`config.mk`:
```
export PLATFORM = sky130hd
export DESIGN_NAME = window_fetch_ctrl
export DESIGN_NICKNAME = d
export VERILOG_FILES = /design/src/rtl/window_fetch_ctrl.sv
export SDC_FILE = /design/constraint.sdc
export NUM_CORES = 1
export LEC_CHECK = 0
export CAP_MARGIN = 20
export CORE_UTILIZATION = 40
export DETAILED_ROUTE_END_ITERATION = 10
export GPL_ROUTABILITY_DRIVEN = 0
export GPL_TIMING_DRIVEN = 0
export HOLD_SLACK_MARGIN = 0.02
export PLACE_DENSITY_LB_ADDON = 0.25
export SYNTH_ARGS = -nofsm -noshare
export SYNTH_HDL_FRONTEND = slang
export SYNTH_SLANG_ARGS = --single-unit
export TNS_END_PERCENT = 50
```
`constraint.sdc`:
```
create_clock -name clk -period 6.3 [get_ports clk]
set_clock_uncertainty 0.15 [all_clocks]
set_input_delay 0.63 -clock clk [delete_from_list [all_inputs] [get_ports clk]]
set_output_delay 0.63 -clock clk [all_outputs]
set_load 0.01 [all_outputs]
```
`src/rtl/window_fetch_ctrl.sv`:
```
// Fetches 3x3 pixel windows from the frame SRAM into the window buffer, shifting left
// along a row and reloading all nine slots at the start of each new row.
module window_fetch_ctrl #(
  parameter int IMG_W     = 8,
  parameter int IMG_H     = 8,
  parameter int ADDR_W    = 16,
  parameter int BASE_ADDR = 0
) (
  input  logic              clk,
  input  logic              rst,
  input  logic              start,
  output logic              mem_req,
  output logic [ADDR_W-1:0] mem_addr,
  input  logic              mem_ready,
  input  logic [7:0]        mem_rdata,
  output logic              start_read,
  output logic [7:0]        data_r,
  output logic [3:0]        slot,
  input  logic              read_done,
  output logic              start_shift,
  output logic [1:0]        shift_direc,
  input  logic              shift_done,
  output logic              window_valid,
  input  logic              window_ack,
  output logic              busy,
  output logic              frame_done
);

  localparam int ROW_W = $clog2(IMG_H);
  localparam int COL_W = $clog2(IMG_W);

  typedef enum logic [2:0] {
    S_IDLE,
    S_MREQ,
    S_WBWR,
    S_WVALID,
    S_SHIFT,
    S_DONE
  } state_t;

  state_t            r_state;
  logic [ROW_W-1:0]  r_row;
  logic [COL_W-1:0]  r_col;
  logic [3:0]        r_pix;
  logic              r_full;
  logic              r_mem_req;
  logic [ADDR_W-1:0] r_mem_addr;
  logic              r_start_read;
  logic [7:0]        r_data_r;
  logic [3:0]        r_slot;
  logic              r_start_shift;
  logic [1:0]        r_shift_direc;
  logic              r_window_valid;
  logic              r_busy;
  logic              r_frame_done;

  // Load-order tables indexed by pixel counter: row offset, column offset, slot.
  logic [1:0] w_full_dr   [16];
  logic [1:0] w_full_dc   [16];
  logic [3:0] w_full_slot [16];
  logic [1:0] w_col_dr    [16];
  logic [1:0] w_col_dc    [16];
  logic [3:0] w_col_slot  [16];

  generate
    for (genvar gi = 0; gi < 16; gi++) begin : g_tab
      if (gi < 9) begin : g_full
        assign w_full_dr[gi]   = 2'(2 - gi / 3);
        assign w_full_dc[gi]   = 2'(gi % 3);
        assign w_full_slot[gi] = 4'(3 * (2 - gi / 3) + gi % 3);
      end else begin : g_full_pad
        assign w_full_dr[gi]   = '0;
        assign w_full_dc[gi]   = '0;
        assign w_full_slot[gi] = '0;
      end
      if (gi < 3) begin : g_col
        assign w_col_dr[gi]   = 2'(2 - gi);
        assign w_col_dc[gi]   = 2'd2;
        assign w_col_slot[gi] = 4'(3 * (2 - gi) + 2);
      end else begin : g_col_pad
        assign w_col_dr[gi]   = '0;
        assign w_col_dc[gi]   = '0;
        assign w_col_slot[gi] = '0;
      end
    end
  endgenerate

  logic [ROW_W-1:0]  w_ld_row;
  logic [COL_W-1:0]  w_ld_col;
  logic [3:0]        w_ld_pix;
  logic              w_ld_full;
  logic [1:0]        w_ld_dr;
  logic [1:0]        w_ld_dc;
  logic [ADDR_W-1:0] w_ld_addr;
  logic [3:0]        w_cur_slot;
  logic              w_last_pix;
  logic              w_last_col;
  logic              w_last_row;

  // Coordinates of the next pixel to request, chosen by which transition will launch it.
  always_comb begin
    w_ld_row  = r_row;
    w_ld_col  = r_col;
    w_ld_full = r_full;
    w_ld_pix  = r_pix + 4'd1;
    case (r_state)
      S_IDLE: begin
        w_ld_row  = '0;
        w_ld_col  = '0;
        w_ld_full = 1'b1;
        w_ld_pix  = 4'd0;
      end
      S_SHIFT: begin
        w_ld_col  = r_col + COL_W'(1);
        w_ld_full = 1'b0;
        w_ld_pix  = 4'd0;
      end
      S_WVALID: begin
        w_ld_row  = r_row + ROW_W'(1);
        w_ld_col  = '0;
        w_ld_full = 1'b1;
        w_ld_pix  = 4'd0;
      end
      default: ;
    endcase
  end

  assign w_ld_dr    = w_ld_full ? w_full_dr[w_ld_pix] : w_col_dr[w_ld_pix];
  assign w_ld_dc    = w_ld_full ? w_full_dc[w_ld_pix] : w_col_dc[w_ld_pix];
  assign w_ld_addr  = ADDR_W'(BASE_ADDR + (int'(w_ld_row) + int'(w_ld_dr)) * IMG_W
                              + int'(w_ld_col) + int'(w_ld_dc));
  assign w_cur_slot = r_full ? w_full_slot[r_pix] : w_col_slot[r_pix];
  assign w_last_pix = r_full ? (r_pix == 4'd8) : (r_pix == 4'd2);
  assign w_last_col = (r_col == COL_W'(IMG_W - 3));
  assign w_last_row = (r_row == ROW_W'(IMG_H - 3));

  always_ff @(posedge clk) begin
    if (rst) begin
      r_state        <= S_IDLE;
      r_row          <= '0;
      r_col          <= '0;
      r_pix          <= '0;
      r_full         <= 1'b0;
      r_mem_req      <= 1'b0;
      r_mem_addr     <= '0;
      r_start_read   <= 1'b0;
      r_data_r       <= '0;
      r_slot         <= '0;
      r_start_shift  <= 1'b0;
      r_shift_direc  <= 2'b00;
      r_window_valid <= 1'b0;
      r_busy         <= 1'b0;
      r_frame_done   <= 1'b0;
    end else begin
      r_frame_done <= 1'b0;
      case (r_state)
        S_IDLE: begin
          if (start) begin
            r_busy     <= 1'b1;
            r_row      <= '0;
            r_col      <= '0;
            r_full     <= 1'b1;
            r_pix      <= 4'd0;
            r_mem_req  <= 1'b1;
            r_mem_addr <= w_ld_addr;
            r_state    <= S_MREQ;
          end
        end
        S_MREQ: begin
          if (mem_ready) begin
            r_mem_req    <= 1'b0;
            r_mem_addr   <= '0;
            r_start_read <= 1'b1;
            r_data_r     <= mem_rdata;
            r_slot       <= w_cur_slot;
            r_state      <= S_WBWR;
          end
        end
        S_WBWR: begin
          if (read_done) begin
            r_start_read <= 1'b0;
            r_data_r     <= '0;
            r_slot       <= '0;
            if (w_last_pix) begin
              r_window_valid <= 1'b1;
              r_state        <= S_WVALID;
            end else begin
              r_pix      <= r_pix + 4'd1;
              r_mem_req  <= 1'b1;
              r_mem_addr <= w_ld_addr;
              r_state    <= S_MREQ;
            end
          end
        end
        S_WVALID: begin
          if (window_ack) begin
            r_window_valid <= 1'b0;
            if (!w_last_col) begin
              r_start_shift <= 1'b1;
              r_shift_direc <= 2'b01;
              r_state       <= S_SHIFT;
            end else if (!w_last_row) begin
              r_row      <= r_row + ROW_W'(1);
              r_col      <= '0;
              r_full     <= 1'b1;
              r_pix      <= 4'd0;
              r_mem_req  <= 1'b1;
              r_mem_addr <= w_ld_addr;
              r_state    <= S_MREQ;
            end else begin
              r_frame_done <= 1'b1;
              r_busy       <= 1'b0;
              r_state      <= S_DONE;
            end
          end
        end
        S_SHIFT: begin
          // After a left shift only the right column (slots 8,5,2) needs new pixels.
          if (shift_done) begin
            r_start_shift <= 1'b0;
            r_shift_direc <= 2'b00;
            r_col         <= r_col + COL_W'(1);
            r_full        <= 1'b0;
            r_pix         <= 4'd0;
            r_mem_req     <= 1'b1;
            r_mem_addr    <= w_ld_addr;
            r_state       <= S_MREQ;
          end
        end
        S_DONE:  r_state <= S_IDLE;
        default: r_state <= S_IDLE;
      endcase
    end
  end

  assign mem_req      = r_mem_req;
  assign mem_addr     = r_mem_addr;
  assign start_read   = r_start_read;
  assign data_r       = r_data_r;
  assign slot         = r_slot;
  assign start_shift  = r_start_shift;
  assign shift_direc  = r_shift_direc;
  assign window_valid = r_window_valid;
  assign busy         = r_busy;
  assign frame_done   = r_frame_done;

endmodule

```
==> impl_results.md <==
* M2 GR Usage at 30.0%
* Most used DFF post-synth: dfxtp_1
* Slew at the pin closest to its max-slew limit at 0.858 ns
* Critical path data arrival time at 3.78 ns
* Die footprint at 6920 um^2
* Crit-path slowest cell: a2111oi_0
* Hold Path Cell Cnt at 2
* Endpoints failing setup at 0
* Post-CTS Hold Buffers at 0
* Multi-input gate area at 1620 um^2
* Final worst-path cycle share at 59.8%
* Most Crowded Layer GR: met2
* Largest cells by area after synthesis: dfxtp_1, ha_1, nor2_1
* RSZ-0062 raised after global routing: false
* RR Startpoint: r_state[1]$_SDFFE_PP0P_
* Filler cell count at 612
* Initial Util at roughly two fifths
* Crit path cell chain: buf_2, nor2_1, nor2_1, nand2_1, inv_1, ha_1, nor2_1, a2111oi_0, ha_1, inv_1, fa_1, nor2_1, o31ai_1, o211ai_1, a21oi_2
* Setup Buffers After CTS at 0
* Grt ovf at 0
* Nets at 414
* R2R cell count at 15
* CTS buffer count at 5
* Required time worst endpoint at 6.31 ns
* Total global routing track utilization at a little under a fifth
* Row count at 29
* Max incr delay on CP at 0.48 ns
* Synth top area share at between 30% and 40%
* Capture point of the worst reg-to-reg path: mem_addr[6]$_SDFFE_PP0P_
* Port Buf Inserts at 40
* Cell area power density at 314 nW/um^2
* DP HPWL at 4.75 mm
* Htree depth at 2
* Syn Area/Cell at between 8 and 9 um^2
* GR Util met1 at between 20% and 30%
* Post-synth EDFFs at 0
* Setup slack, reg-to-reg at 2.53 ns
* FF+latch area at around 800 um^2
* Max cap viols at 0
* Layout cells sized above 1 at 10.0%
* Setup tns final at 0 ns
* Worst vdd ir at between 0.1 and 0.15 mV
* Initial detailed-routing violation count at 132
* Wire per inst at between 10 and 15 um
* Ys async rst share at 0%
* Die width at 83.2 um
* Crit path buf inv count at 3
* Skew-Pair Late Insertion Delay at about 0.30 ns
* Yosys warns at 0
* Antenna violations before repair at 0
* CTS tree: yes
* Cell mode on critical path: nor2_1
* Final Hold Fails at 0
* Via density at around 5.3
* HP Class: reg -> reg
* Post-DRT Antenna Nets at 0
* Clock sinks at 40
* Clock Tree Buf Depth at 2
* Fin crit period at 3.77 ns
* Hold endpoint: mem_addr[6]$_SDFFE_PP0P_
* TritonRoute pass-1 iters at 4
* Cells after synthesis at 324
* HP Start: mem_addr[6]$_SDFFE_PP0P_
* Top delay family on crit path: adder cells
* Status: complete, no violations
* Post-CTS Resized at 0
* Met3 Usage GRT at slightly above 4%
* Largest net degree at the start of global routing at 13
* Mapped cell area at 2640 um^2
* Static Leak at between 1 and 1.5 nW
* Count of boundary I/O pins at 51
* Final slew viol count at 0
* Vias at 2414
* Sequential share of the synthesized area at 30.4%
* Clock Root Buffer: clkbuf_8
* Hold WS at 0.312 ns
* Total power at roughly 1.0 mW
* Setup CP Type: reg -> reg
* Clock slew at reported path FFs at approximately 0.08 ns
* Core ar. at 6350 um^2
* ANT cells at 0
* Vias in the first global route at 2199
* CP Launch Type: flip-flop
* Fmax at 265 MHz
* Post-synthesis register bit count at 40
* Crit. End Element: flip-flop
* Die Span Y at 83.2 um
* Worst rel slew slack at between 40% and 50%
* Drt total wl at 6.40 mm
* Count of different cell masters after synthesis at 64
* Synth area leader: dfxtp_1
* Number of remaining DRC errors at 0
* CP Max Fanout at 10
* First-pass GRT wire length at 10.5 mm
* Area Growth Syn to Fin at 24.1%
## synthesized netlist by cell type (4+ instances only)
master    number
a21oi_1       28
a22oi_1       11
buf_2          6
buf_4         10
clkbuf_1      11
dfxtp_1       40
ha_1          18
inv_1         17
mux2i_1        7
nand2_1       16
nand3_1        4
nand3b_1       5
nor2_1        44
nor2b_1        6
nor3_1        13
o21ai_0       13
xnor2_1        5
## worst max-delay path by stage
stage / start / end / slack, ns / cells past startpoint
CTS: r_state[1]$_SDFFE_PP0P_ / mem_addr[6]$_SDFFE_PP0P_ / 2.50 / 14
detailed placement: r_state[1]$_SDFFE_PP0P_ / mem_addr[6]$_SDFFE_PP0P_ / 2.54 / 13
global route: r_state[1]$_SDFFE_PP0P_ / mem_addr[6]$_SDFFE_PP0P_ / 2.25 / 16
finish: r_state[1]$_SDFFE_PP0P_ / mem_addr[6]$_SDFFE_PP0P_ / 2.53 / 15
floorplan: r_pix[0]$_SDFFE_PP0P_ / mem_addr[6]$_SDFFE_PP0P_ / 3.07 / 13
global placement: r_state[1]$_SDFFE_PP0P_ / mem_addr[6]$_SDFFE_PP0P_ / 2.54 / 15
## through the flow
stage | std cells | utilization, % | setup WS (ns) | cell area (um^2)
after floorplan | 332 | - | 3.07 | 2670
after global placement | 449 | 49.8 | 2.54 | 3160
after detailed placement | 449 | 49.8 | 2.54 | 3160
after CTS | 457 | 51.5 | 2.50 | 3270
after global routing | 457 | 51.5 | 2.25 | 3270
final | 457 | 51.5 | 2.53 | 3270
## area by class of cell
cell class                 instances  share of cell area, %
multi-input combinational        244                   49.4
sequential                        40                   24.5
timing repair buffer              40                   12.2
buffer                            30                   5.51
tap                               77                   2.95
clock buffer                       6                   2.22
inverter                          18                   2.07
clock inverter                     2                   1.07
## placed cells by master (no fill, tap or decap), drive strengths merged, types with 3 or more instances in the layout
cell type	Yosys	final
dfxtp	40	40
buf	19	19
or3b	3	3
o21ai	16	16
a211oi	3	3
a21oi	29	29
mux2i	7	7
a22oi	12	12
inv	18	18
nor3b	3	3
nor3	15	15
xnor2	5	5
a2111oi	3	3
clkdlybuf4s50	0	40
conb	1	9
o31ai	5	5
xor2	3	3
ha	18	18
clkbuf	11	17
nor2	45	45
nand3	4	4
nand3b	5	5
nand2	17	17
nor2b	6	6
## registers in the layout, summed over array words and instances, names as in the netlist
| name | flops |
|---|---|
| mem_addr | 8 |
| busy | 1 |
| r_row | 3 |
| r_state | 3 |
| window_valid | 1 |
| r_col | 3 |
| mem_req | 1 |
| data_r | 8 |
| r_pix | 4 |
| shift_direc | 1 |
| slot | 4 |
| start_read | 1 |
| frame_done | 1 |
| r_full | 1 |
## cell families after synthesis
family	after synthesis	synth area share, %
and+or+nand+nor	112	22.1
AOI/OAI and AO/OA	88	22.6
buffers and inverters	48	9.40
DFF	40	30.4
adders and majority gates	20	10.1
xor gates and xnor gates	8	2.66
muxes	7	2.66
other	1	0.142
## report_power, final
group	internal (mW)	switching (mW)
clock	0.118	0.0926
combinational	0.211	0.292
sequential	0.288	0.0240
total	0.617	0.408
## worst min-delay path: stages (launching register included)
cell and delay [ns]:
dfxtp_1 0.32, nand2_2 0.06, a21oi_2 0.04
## routing by layer
layer	vias to the layer above	wire length, um
met4	0	114
met3	11	267
met1	1118	3070
li1	1238	-
met5	-	0
met2	47	2950
Note: power is estimated with default switching activity, not from simulation.
